$ cat config.mk
export PLATFORM = sky130hd
export DESIGN_NAME = mem_req_agent
export DESIGN_NICKNAME = d
export VERILOG_FILES = /design/src/rtl/mem_req_agent_pkg.sv /design/src/rtl/mem_req_timer.sv /design/src/rtl/mem_req_agent.sv
export SDC_FILE = /design/constraint.sdc
export NUM_CORES = 1
export LEC_CHECK = 0
export ABC_AREA = 0
export BUFFER_PORTS_ARGS = -buffer_cell sky130_fd_sc_hd__buf_4
export CORE_ASPECT_RATIO = 0.5
export CORE_MARGIN = 5
export CORE_UTILIZATION = 29
export DETAILED_ROUTE_END_ITERATION = 10
export PLACE_DENSITY_LB_ADDON = 0.25
export SLEW_MARGIN = 20
export SYNTH_ARGS = -nofsm -noshare
export SYNTH_HDL_FRONTEND = slang
export SYNTH_SLANG_ARGS = --single-unit
$ cat constraint.sdc
create_clock -name CLK -period 1.5 [get_ports CLK]
set_input_delay 0.15 -clock CLK [delete_from_list [all_inputs] [get_ports CLK]]
set_output_delay 0.15 -clock CLK [all_outputs]
set_load 0.01 [all_outputs]
$ cat src/rtl/mem_req_agent_pkg.sv
// Shared definitions for the shared-RAM request agent: FSM encodings, default widths and
// the counter-width helper used by the agent and the memory controllers.
package mem_req_agent_pkg;

    localparam int unsigned DefAw = 8;
    localparam int unsigned DefDw = 8;

    typedef enum logic [1:0] {
        MraIdle = 2'd0,
        MraReq  = 2'd1,
        MraWait = 2'd2,
        MraResp = 2'd3
    } mra_state_e;

    // Bits needed to hold 0..max_val, never less than one.
    function automatic int unsigned cnt_width(input int unsigned max_val);
        return (max_val < 1) ? 1 : $clog2(max_val + 1);
    endfunction

endpackage

$ cat src/rtl/mem_req_timer.sv
// Loadable counter with saturating increment and decrement; used for the read-latency
// countdown and for the request timeout count.
module mem_req_timer #(
    parameter int unsigned W = 8
) (
    input  logic         clk,
    input  logic         rst,
    input  logic         load,
    input  logic [W-1:0] load_val,
    input  logic         inc,
    input  logic         dec,
    output logic [W-1:0] cnt
);

    logic [W-1:0] cnt_q, cnt_d;

    always_comb begin
        cnt_d = cnt_q;
        if (load) begin
            cnt_d = load_val;
        end else if (inc && (cnt_q != {W{1'b1}})) begin
            cnt_d = cnt_q + W'(1);
        end else if (dec && (cnt_q != '0)) begin
            cnt_d = cnt_q - W'(1);
        end
    end

    always_ff @(posedge clk) begin
        if (rst) begin
            cnt_q <= '0;
        end else begin
            cnt_q <= cnt_d;
        end
    end

    assign cnt = cnt_q;

endmodule

$ cat src/rtl/mem_req_agent.sv
// Core-side initiator for the shared-RAM arbitration protocol: holds rden/wren until acq,
// absorbs read latency and returns one response per command. Optional abort: MEM_REQ_TIMEOUT_EN.
module mem_req_agent
    import mem_req_agent_pkg::*;
#(
    parameter int unsigned AW      = DefAw,
    parameter int unsigned DW      = DefDw,
    parameter int unsigned RD_LAT  = 1,
    parameter int unsigned TIMEOUT = 255
) (
    input  logic          CLK,
    input  logic          rst,
    input  logic          cmd_valid,
    output logic          cmd_ready,
    input  logic          cmd_we,
    input  logic [AW-1:0] cmd_addr,
    input  logic [DW-1:0] cmd_wdata,
    output logic          rsp_valid,
    output logic [DW-1:0] rsp_rdata,
    output logic          rsp_err,
    output logic          rden,
    output logic          wren,
    output logic [AW-1:0] Address,
    output logic [DW-1:0] Din,
    input  logic          acq,
    input  logic [DW-1:0] Dq,
    output logic          busy
);

    localparam int unsigned LatW = cnt_width(RD_LAT);

    mra_state_e    state_q, state_d;
    logic          we_q, we_d;
    logic          rden_q, rden_d;
    logic          wren_q, wren_d;
    logic [AW-1:0] addr_q, addr_d;
    logic [DW-1:0] din_q, din_d;
    logic [DW-1:0] rdata_q, rdata_d;

    logic            lat_load;
    logic            lat_dec;
    logic [LatW-1:0] lat_cnt;

    mem_req_timer #(
        .W (LatW)
    ) u_lat_timer (
        .clk      (CLK),
        .rst      (rst),
        .load     (lat_load),
        .load_val (LatW'(RD_LAT)),
        .inc      (1'b0),
        .dec      (lat_dec),
        .cnt      (lat_cnt)
    );

`ifdef MEM_REQ_TIMEOUT_EN
    logic       err_q, err_d;
    logic       to_clr;
    logic       to_inc;
    logic [7:0] to_cnt;
    logic       to_done;

    mem_req_timer #(
        .W (8)
    ) u_to_timer (
        .clk      (CLK),
        .rst      (rst),
        .load     (to_clr),
        .load_val (8'd0),
        .inc      (to_inc),
        .dec      (1'b0),
        .cnt      (to_cnt)
    );

    // to_cnt holds completed REQ cycles, so this is the TIMEOUT-th REQ cycle.
    assign to_done = (to_cnt == 8'(TIMEOUT - 1));
`endif

    always_comb begin
        state_d  = state_q;
        we_d     = we_q;
        rden_d   = rden_q;
        wren_d   = wren_q;
        addr_d   = addr_q;
        din_d    = din_q;
        rdata_d  = rdata_q;
        lat_load = 1'b0;
        lat_dec  = 1'b0;
`ifdef MEM_REQ_TIMEOUT_EN
        err_d    = err_q;
        to_clr   = 1'b0;
        to_inc   = 1'b0;
`endif
        unique case (state_q)
            MraIdle: begin
                if (cmd_valid) begin
                    we_d    = cmd_we;
                    addr_d  = cmd_addr;
                    din_d   = cmd_wdata;
                    rden_d  = ~cmd_we;
                    wren_d  = cmd_we;
                    state_d = MraReq;
`ifdef MEM_REQ_TIMEOUT_EN
                    err_d   = 1'b0;
                    to_clr  = 1'b1;
`endif
                end
            end
            MraReq: begin
`ifdef MEM_REQ_TIMEOUT_EN
                to_inc = 1'b1;
`endif
                if (acq) begin
                    rden_d = 1'b0;
                    wren_d = 1'b0;
                    if (we_q) begin
                        state_d = MraResp;
                    end else if (RD_LAT == 0) begin
                        rdata_d = Dq;
                        state_d = MraResp;
                    end else begin
                        lat_load = 1'b1;
                        state_d  = MraWait;
                    end
                end
`ifdef MEM_REQ_TIMEOUT_EN
                else if (to_done) begin
                    rden_d  = 1'b0;
                    wren_d  = 1'b0;
                    err_d   = 1'b1;
                    state_d = MraResp;
                end
`endif
            end
            MraWait: begin
                lat_dec = 1'b1;
                if (lat_cnt == LatW'(1)) begin
                    rdata_d = Dq;
                    state_d = MraResp;
                end
            end
            MraResp: begin
                state_d = MraIdle;
            end
            default: begin
                state_d = MraIdle;
            end
        endcase
    end

    always_ff @(posedge CLK) begin
        if (rst) begin
            state_q <= MraIdle;
            we_q    <= 1'b0;
            rden_q  <= 1'b0;
            wren_q  <= 1'b0;
            addr_q  <= '0;
            din_q   <= '0;
            rdata_q <= '0;
`ifdef MEM_REQ_TIMEOUT_EN
            err_q   <= 1'b0;
`endif
        end else begin
            state_q <= state_d;
            we_q    <= we_d;
            rden_q  <= rden_d;
            wren_q  <= wren_d;
            addr_q  <= addr_d;
            din_q   <= din_d;
            rdata_q <= rdata_d;
`ifdef MEM_REQ_TIMEOUT_EN
            err_q   <= err_d;
`endif
        end
    end

    assign cmd_ready = (state_q == MraIdle);
    assign busy      = (state_q != MraIdle);
    assign rsp_valid = (state_q == MraResp);
    assign rsp_rdata = rdata_q;
    assign rden      = rden_q;
    assign wren      = wren_q;
    assign Address   = addr_q;
    assign Din       = din_q;

`ifdef MEM_REQ_TIMEOUT_EN
    assign rsp_err = (state_q == MraResp) && err_q;
`else
    assign rsp_err = 1'b0;
`endif

endmodule

==> flow_summary.json <==
{
  "status": "complete, no violations",
  "routed_wl_um": 3160,
  "rows": 16,
  "fin_crit_ps": 1380,
  "place_congestion": 0.771,
  "syn_area_per_cell_um2": 8.28,
  "holdPathStages": 3,
  "final_nets": 249,
  "core_region_area_mm2": 0.00404,
  "initial_core_util_pct": 31.1,
  "layout_setup_ws_ps": 117,
  "fp.dieW_um": 103,
  "drive_gt1_share_pct": 36.7,
  "grt_start_max_net_pins": 34,
  "wl_per_cell_um": 11.8,
  "hold_start": "cmd_wdata[1]",
  "grt_pass1_vias": 1158,
  "cp.required_ps": 1680,
  "syn_to_final_growth_pct": 47.9,
  "numPortBuffers": 57,
  "grt_overflow": 0,
  "clk_pin_slew_ps": 60,
  "grt_setup_unrepaired": "no",
  "cp-end-kind": "register",
  "synth_most_common_cell": "nand2_1",
  "rrSetupSlack_ps": 120,
  "cts.sinks": 30,
  "synth-edff-count": 0,
  "yosys.area.top_type_share_pct": 47.7,
  "slowest_delay_ps": 320,
  "post_drt_via_cell_ratio": 4.37,
  "slew_viol_final": 0,
  "drt_iter0_markers": 15,
  "cts_buffers": 5,
  "syn_area_mm2": 0.00126,
  "reg2reg_depth": 5,
  "cts_tree": "built",
  "pre_cts_ws_ps": -76.1,
  "fin_crit_sh_pct": 92.2,
  "dpl_cell_area_mm2": 0.00176,
  "cp_num_buf_inv": 1,
  "vias": 1176,
  "dp_cells": 261,
  "crit_type": "register to register",
  "ys_top_cells_by_area": "dfxtp_1 48%, nand2_1 13%, a21oi_1 11%, ha_1 6.0%, nand3_1 3.6%",
  "final_cell_area_mm2": 0.00186,
  "finClkSkew_ps": 6.52,
  "hold-path-endpoint": "Din[1]$_SDFFE_PP0P_",
  "fmax_ghz": 0.723,
  "final_antenna_net_count": 0,
  "htreeDepth": 2,
  "num_antenna_cells": 0,
  "dpl.hpwl_um": 2360,
  "holdBufCountCts": 0,
  "postCtsSetupBuffers": 0,
  "synthCells": 152,
  "synth_warnings": 0,
  "ys_seq_area_share_pct": 47.7,
  "clock_path_buffers": 2,
  "finalNonFillerCells": 269,
  "cp_top_family": "compound AO/OA/AOI/OAI gates",
  "reg2reg_from": "state_q[1]$_SDFFE_PP0P_",
  "p_per_area_mw_per_mm2": 1520,
  "pin_count": 59,
  "antenna_found_initial": 0,
  "grt_first_pass_wirelength_um": 5180,
  "hold_viol": 0,
  "arrival_ps": 1560,
  "clk_latency_ps": 270,
  "ys_top_cells_by_count": "43 x nand2_1, 30 x dfxtp_1, 28 x a21oi_1",
  "synth-main-ff-cell": "dfxtp_1",
  "cap_violations": 0,
  "setup_violations": 0,
  "drc": 0,
  "ys_seq_elements": 30,
  "track_usage_pct": 11.3,
  "max-vdd-ir-drop_mv": 0.590,
  "synth_top_area_cell": "dfxtp_1",
  "yosysUniqueCellTypes": 24,
  "clockRootBuffer": "clkbuf_8",
  "path_cells": "buf_4 > ha_2 > nor2b_1 > a211o_1 > o32ai_2",
  "worstHoldPathType": "input pin to register",
  "dr.pass1.iters": 4,
  "r2r-end": "state_q[0]$_SDFFE_PP0P_",
  "synth_fp_nets": 187,
  "dieArea_mm2": 0.00584,
  "path_max_fanout": 4,
  "critPathSlowestCell": "dfxtp_1",
  "start_kind": "register",
  "die_y_um": 56.6,
  "leakagePower_nw": 0.834,
  "async_flop_share_pct": 0,
  "fin_util_pct": 46.0
}
-- worst min-delay path: stages --
cell     delay [ps]
buf_4           110
nand2_1          40
a21oi_1          50
-- repair_timing --
action,4_1_cts,5_1_grt
endpoints found under the hold margin,0,0
gates resized for setup,2,5
endpoints found under the setup margin,3,12
pin swaps,0,3
-- stage by stage --
step,TNS [ps],power [mW],hold slack (ps)
detailed placement,-105,2.18,408
CTS,0,2.86,114
finish,0,2.84,122
global route,0,3.05,106
global placement,0,2.16,400
floorplan,0,1.70,286
-- kinds of logic (layout without fill, tap and decap cells) --
family | count (synthesis) | count (layout) | synth area share [%]
buf+inv | 13 | 76 | 5.47
simple gates | 67 | 67 | 24.2
other cells | 1 | 1 | 0.298
fa+ha+maj | 6 | 6 | 5.96
mux | 2 | 2 | 1.69
flops | 30 | 30 | 47.7
compound gates | 33 | 33 | 14.7
-- routing by layer --
| layer | vias up | share of wire, % | GRT usage, % |
|---|---|---|---|
| met5 | - | 0 | 0 |
| met3 | 2 | 5.8 | 4.08 |
| met4 | 0 | 0.85 | 3.87 |
| met1 | 532 | 41 | 12.7 |
| met2 | 24 | 52 | 19.6 |
| li1 | 618 | - | - |
-- worst max path at each step --
| stage | cells past startpoint | startpoint | endpoint |
|---|---|---|---|
| after CTS | 5 | state_q[0]$_SDFFE_PP0P_ | state_q[0]$_SDFFE_PP0P_ |
| after floorplan | 5 | state_q[0]$_SDFFE_PP0P_ | rden$_SDFFE_PP0P_ |
| after detailed placement | 5 | state_q[0]$_SDFFE_PP0P_ | rden$_SDFFE_PP0P_ |
| after global placement | 5 | state_q[0]$_SDFFE_PP0P_ | rden$_SDFFE_PP0P_ |
| after global routing | 6 | state_q[1]$_SDFFE_PP0P_ | rden$_SDFFE_PP0P_ |
| final | 5 | state_q[1]$_SDFFE_PP0P_ | state_q[0]$_SDFFE_PP0P_ |
-- final cells by class --
class	count	area, um2
multi-input combinational	109	599
tap	54	67.6
sequential	30	604
clock buffer	7	86.3
timing repair buffer	64	484
clock inverter	1	5.00
fill	417	2180
inverter	4	15.0
-- cell usage in the layout, fill, tap and decap left out --
cell      count
o21ai_0       1
dfxtp_4       1
o32ai_2       1
mux2_1        1
buf_6         1
ha_2          2
nor3_2        1
conb_1        1
nor3_1        1
clkinv_2      1
nand2b_1      6
clkbuf_8      6
nor2b_1       3
mux2i_1       1
nand2_1      43
a211o_1       1
nor2b_4       1
buf_4        63
nand3_1       9
and2_1        1
dfxtp_1      29
inv_1         2
nor2_1        1
inv_2         2
a21o_1        1
ha_1          4
clkbuf_1      1
a211oi_1      1
nand3b_1      1
a21oi_1      28
-- power by group --
group          leakage, nW  switching [mW]  internal, mW
Combinational        0.540           0.585         0.580
Clock               0.0482           0.284         0.369
Sequential           0.246          0.0781         0.938
Total                0.834           0.948          1.89
-- state kept, by name (all words and copies together), names as in the netlist --
signal,flops
Din,8
Address,8
rden,1
state_q,2
rsp_rdata,8
u_lat_timer.cnt,1
we_q,1
wren,1
Power figures use the tool's default switching activity.
